`src/rtl/freq_seg_scan.sv`:
```
// Multiplexed 8-digit 7-segment driver for the packed BCD frequency word.
// Digits 7..4 carry the measured frequency, 3..0 the theoretical one; the word is snapshotted once per frame.
module freq_seg_scan #(
  parameter int SCAN_DIV   = 10,
  parameter bit ACTIVE_LOW = 1'b1,
  parameter bit BLANK_LZ   = 1'b1
) (
  input  logic        clk_10k,
  input  logic        rst_n,
  input  logic [31:0] freq_data,
  input  logic        hold,
  output logic [7:0]  an,
  output logic [7:0]  seg,
  output logic        frame_done
);

  localparam int PW = (SCAN_DIV > 2) ? $clog2(SCAN_DIV) : 1;

  logic [PW-1:0] prescaler;
  logic [2:0]    idx;
  logic [31:0]   snapshot;
  logic [7:0]    keep;
  logic          tick;
  logic          wrap;
  logic [3:0]    nib;
  logic          blank;
  logic [7:0]    an_nxt;
  logic [7:0]    seg_nxt;

  // keep[i]=1 when digit i or a digit above it in the same group is non-zero;
  // a cleared flag means "still inside the leading zeros".
  function automatic logic [7:0] keep_of(input logic [31:0] v);
    logic [7:0] k;
    k[7] = |v[31:28];
    k[6] = k[7] | (|v[27:24]);
    k[5] = k[6] | (|v[23:20]);
    k[4] = 1'b1;
    k[3] = |v[15:12];
    k[2] = k[3] | (|v[11:8]);
    k[1] = k[2] | (|v[7:4]);
    k[0] = 1'b1;
    return k;
  endfunction

  function automatic logic [6:0] decode(input logic [3:0] n);
    logic [6:0] p;
    case (n)
      4'd0:    p = 7'b0111111;
      4'd1:    p = 7'b0000110;
      4'd2:    p = 7'b1011011;
      4'd3:    p = 7'b1001111;
      4'd4:    p = 7'b1100110;
      4'd5:    p = 7'b1101101;
      4'd6:    p = 7'b1111101;
      4'd7:    p = 7'b0000111;
      4'd8:    p = 7'b1111111;
      4'd9:    p = 7'b1101111;
      default: p = 7'b1000000;
    endcase
    return p;
  endfunction

  assign tick = (prescaler == PW'(SCAN_DIV - 1));
  assign wrap = tick && (idx == 3'd7);

  always_comb begin
    nib     = snapshot[{idx, 2'b00} +: 4];
    // Ones digits (idx 4 and 0) are never blanked.
    blank   = BLANK_LZ && (idx[1:0] != 2'b00) && !keep[idx];
    an_nxt  = 8'h01 << idx;
    seg_nxt = {(idx == 3'd4), (blank ? 7'b0000000 : decode(nib))};
  end

  always_ff @(posedge clk_10k) begin
    if (!rst_n) begin
      prescaler  <= '0;
      idx        <= '0;
      snapshot   <= '0;
      keep       <= '0;
      frame_done <= 1'b0;
      an         <= {8{ACTIVE_LOW}};
      seg        <= {8{ACTIVE_LOW}};
    end else begin
      prescaler  <= tick ? '0 : prescaler + 1'b1;
      frame_done <= wrap;
      if (tick) idx <= idx + 3'd1;
      if (wrap && !hold) begin
        snapshot <= freq_data;
        keep     <= keep_of(freq_data);
      end
      an  <= an_nxt  ^ {8{ACTIVE_LOW}};
      seg <= seg_nxt ^ {8{ACTIVE_LOW}};
    end
  end

endmodule

```
`config.mk`:
```
export PLATFORM = sky130hd
export DESIGN_NAME = freq_seg_scan
export DESIGN_NICKNAME = d
export VERILOG_FILES = /design/src/rtl/freq_seg_scan.sv
export SDC_FILE = /design/constraint.sdc
export NUM_CORES = 1
export LEC_CHECK = 0
export CELL_PAD_IN_SITES_DETAIL_PLACEMENT = 1
export CELL_PAD_IN_SITES_GLOBAL_PLACEMENT = 1
export CORE_ASPECT_RATIO = 1.5
export CORE_UTILIZATION = 42
export DETAILED_ROUTE_END_ITERATION = 10
export GPL_TIMING_DRIVEN = 0
export HOLD_SLACK_MARGIN = 0.02
export PLACE_DENSITY = 0.82
export SYNTH_ARGS = -nofsm -noshare
export SYNTH_HDL_FRONTEND = slang
export SYNTH_SLANG_ARGS = --single-unit
```
`constraint.sdc`:
```
create_clock -name clk_10k -period 3.2 [get_ports clk_10k]
set_input_delay 0.8 -clock clk_10k [delete_from_list [all_inputs] [get_ports clk_10k]]
set_output_delay 0.8 -clock clk_10k [all_outputs]
set_load 0.01 [all_outputs]
```
[After elaboration in Yosys (flattened, before gate mapping)]
Memory sizes are Yosys's and may differ from the RTL's.
Cells that the tools add are included.
Storage, ports and cells
  bits in registers: 64
  ROM bits: 112
  input bits: 35
  output and inout bits: 17
  word-level logic and storage cells: 39
  memories kept: 1
Memory list
  (name not given): depth 16, width 7, read ports 1, clocked after memory_dff 0, write ports 0, RTL line 47  | case (n)
Operators by class
  add/sub/neg operators: 2
  $lt $le $gt $ge: 1
  equality and inequality tests: 3
  shifts and indexed selects: 2
  mux-type cells: 3
  bitwise operators: 7
  reductions and logical operators: 13
Operator list (count)
  $shiftx A32 B6 Y4: 1
  $reduce_or A4 Y1: 6
  $not A8 Y8: 2
  $shl A1 B3 Y8 const A: 1
  $mux W7: 1
  $eq A3 B3 Y1 const B: 2
  $add A4 B1 Y4 const B: 1
  $eq A4 B4 Y1 const B: 1
  $lt A3 B4 Y1 const B: 1
  $or A1 B1 Y1: 4
  $add A3 B1 Y3 const B: 1
  $bmux W1 S3: 1
  $logic_and A1 B1 Y1: 3
  $logic_not A1 Y1: 2
  $reduce_bool A2 Y1: 1
  $reduce_or A2 Y1: 1
  $mux W1: 1
  $not A1 Y1: 1

[Logic depth before layout (Yosys ltp)]
  word-level depth: 6
  depth in mapped cells: 9
  mapped depth without buffers: 8

[Worst setup path after synthesis]
No wires, ideal clock.
  kind: reg2reg
  start point: reg idx[0]
  end point: reg seg[1]
  library setup time: 129 ps
  arrival time: 1897 ps
  required time: 3071 ps
  path slack: 1174 ps
  cell stages (with the launch flop): 8
  path buffers: 1
  clock period less this slack: 2026 ps
  cell sequence: dfxtp_1 -> buf_6 -> mux4_2 -> mux2_4 -> inv_1 -> ha_1 -> nor2_1 -> o21ai_0
Between the ends
  cells in the longest elaborated chain, start to end: 6
  elaborated cells between the ends (all ways): 9
  those cells by class: shift: 1; mux: 3; bitwise: 1; reduce/logical: 3; memory: 1
RTL lines
  start: declaration: RTL line 20  | logic [2:0] idx;
  start signal: assignment: RTL line 86  | if (tick) idx <= idx + 3'd1;
  parallel branches: the longest is 4 deep, another holds $mem_v2 Z16 W7
  $mux W7 (*): RTL line 71  | seg_nxt = {(idx == 3'd4), (blank ? 7'b0000000 : decode(nib))};
  $not A8 Y8 (no source line) (*)
  end signal: assignment: RTL line 82  | seg <= {8{ACTIVE_LOW}};
  end signal: assignment: RTL line 92  | seg <= seg_nxt ^ {8{ACTIVE_LOW}};
  end: declaration: RTL line 13  | output logic [7:0] seg,
Every way passes the cells marked *. The select of a mux whose other input is x is not followed.
A chain may end at the register's enable or synchronous reset.

[Final worst setup path]
  start point: reg idx[1]
  end point: reg seg[1]
The elaborated chain is that of the path after synthesis.

==> qor.txt <==
Initial antenna violation count - 0
CTS tree - done
Grt met1 use - 0.233
Final Wtd Congestion - 0.774
Hold Path Sink - snapshot[25]$_SDFFE_PN0P_
Sequential element share of the synthesized area - 0.452
Peak supply drop - 0.000255 V
Critical Path End Type - register
Setup Skew - 3.68 ps
Resize count post-CTS - 0
Cell accounting for the most synthesized area - dfxtp_1
Final Cycle Share - 0.740
CP Class - reg2reg
Hold_sp - snapshot[25]$_SDFFE_PN0P_
Layout net count - 399
Vias in the first global route - 2393
Min Tclk post-route - 2370 ps
Yosys top cell area share - 0.452
Drt wl/cell - 15.7 um
Synth Area per Inst - 9.54 um^2
Max-Cap Viols - 0
Core Area - 0.00622 mm^2
Die X - 68.1 um
M2 GR Usage - 0.406
Remaining DRCs - 0
Met3 Use GR - 0.0430
Async SR Flop Fraction - 0
Critical path launch point type - register
Mapped Area - 0.00275 mm^2
Chip height - 101 um
Worst-path clk slew - 70 ps
Least-Margin Pin Slew - 583 ps
Total wire length - 6.76 mm
Syn. warnings - 0
GR peak layer - met2
Clk buf depth - 2
Finished Cell Area - 0.00354 mm^2
Dpl hpwl - 5.28 mm
Cell row count - 35
Worst-path fanout max - 10
Htree depth - 3
Unrepaired setup endpoints after global routing - no
Antenna Violating Nets Remaining - 0
Gr usage total - 0.225
Worst skew pair latency - 340 ps
DR vias - 2236
Flops & latches, synth - 62
Worst R2R Start - idx[1]$_SDFFE_PN0N_
# port buffers - 51
DRT Pass-1 Iters - 4
Synthesized Nets - 337
EDFF count, synth - 0
Drt initial violations - 117
Post-DP Area - 0.00335 mm^2
Hold depth - 2
Most frequent cells after synthesis - nand2_1 (76), dfxtp_1 (62), a21boi_0 (33), clkbuf_1 (15), ha_1 (14)
Final Max Tran Viols - 0
GRT overflow - 0
TNS Setup - 0 ps
Outcome - finished clean
Ant. Diodes - 0
Largest net degree at the start of global routing - 11
Hold buffer count at cts - 0
Synth area leaders - dfxtp_1 (45%), nand2_1 (10%), a21boi_0 (9.0%)
Reg2reg setup slack - 830 ps
# IOs - 52
Global-route wire length before repair - 11.2 mm
Final Setup Violations - 0
Syn Inst Count - 288
CP Data Arrival Time - 2580 ps
Final Hold Fails - 0
Routed vias/inst - 5.21
DIE AREA - 0.00688 mm^2
Fmax - 422 MHz
Reg2reg path depth - 7
P per Cell Area - 429 mW/mm^2
Hold crit path type - reg2reg
Clock root buffer - clkbuf_8
Initial Util - 0.442
Reg2reg end - seg[1]$_SDFF_PN1_
Postcts setup bufs - 0
Layout area overhead - 28.7%
Worst path required time - 3420 ps
Number of CTS-inserted buffers - 9
Share of cells above drive strength 1 - 0.0761
Post-synth top flop - dfxtp_1
Clk sinks - 62
Slew Limit Headroom - 0.600
P_leak - 1.34 nW
Count of cell types in the netlist - 36
Most frequent cell after synthesis - nand2_1
state kept, by name, indices dropped and copies added (netlist names):
register / flops
snapshot: 32
an: 8
keep: 7
seg: 7
prescaler: 4
idx: 3
frame_done: 1
final cells by class:
cell class | instances | area [um^2]
buffer | 17 | 75.1
timing repair buffer | 51 | 510
clock inverter | 3 | 17.5
clock buffer | 13 | 169
fill | 728 | 2680
sequential | 62 | 1240
inverter | 11 | 41.3
multi-input combinational | 198 | 1390
tap | 74 | 92.6
how the worst max path moves through the flow:
stage	startpoint	to	slack (ps)	depth (start not counted)
after CTS	idx[1]$_SDFFE_PN0N_	seg[1]$_SDFF_PN1_	810	7
after global routing	idx[1]$_SDFFE_PN0N_	seg[1]$_SDFF_PN1_	670	7
after detailed placement	hold	snapshot[15]$_SDFFE_PN0P_	690	5
final	idx[1]$_SDFFE_PN0N_	seg[1]$_SDFF_PN1_	830	7
after floorplan	idx[0]$_SDFFE_PN0N_	seg[1]$_SDFF_PN1_	1170	7
after global placement	hold	snapshot[3]$_SDFFE_PN0P_	720	6
critical path, stage by stage, from the launching register on:
cell,delay (ps)
dfxtp_1,450
clkbuf_1,490
mux4_2,420
mux2_4,340
inv_1,110
ha_1,250
nor2_1,100
o21ai_0,70
routing by layer:
layer / part of all wire / up-vias
li1: - / 1104
met1: 0.40 / 1069
met2: 0.55 / 45
met3: 0.023 / 18
met4: 0.032 / 0
met5: 0 / -
stage by stage:
step                      power (mW)  cells  setup WS [ps]  hold WS (ps)  utilization
after floorplan                0.827    288           1170           433            -
after global placement         0.892    413            725           446        0.539
after detailed placement       0.895    413            692           455        0.539
after CTS                       1.53    429            812           466        0.569
after global routing            1.57    429            667           494        0.569
final                           1.52    429            831           464        0.569
report_power, final:
| part | leakage (nW) | internal (mW) | switching (mW) | total (mW) |
|---|---|---|---|---|
| logic | 0.739 | 0.0585 | 0.0341 | 0.0926 |
| clock network | 0.0954 | 0.342 | 0.300 | 0.642 |
| registers | 0.503 | 0.780 | 0.00418 | 0.784 |
cells by family (layout without fill, tap and decap cells):
kind of cell / after synthesis / in the layout / synth area share
XOR/XNOR: 2 / 2 / 0.00637
multiplexers: 17 / 17 / 0.115
adder cells (fa/ha/maj): 14 / 14 / 0.0637
buffers and inverters: 28 / 95 / 0.0423
AO/OA/AOI/OAI: 55 / 55 / 0.145
AND/OR/NAND/NOR: 110 / 110 / 0.176
flip-flops: 62 / 62 / 0.452
cells in the final DEF, fill, tap and decap left out, types with 5 or more instances in the layout:
master / instances
a21boi_0: 33
clkdlybuf4s50_1: 51
o21ai_0: 7
mux2i_1: 5
nand3_1: 5
mux4_1: 6
nand2_1: 76
nor4_1: 6
dfxtp_1: 62
nor2_1: 9
clkbuf_1: 16
ha_1: 14
clkbuf_8: 12
inv_1: 11
Power figures use the tool's default switching activity.
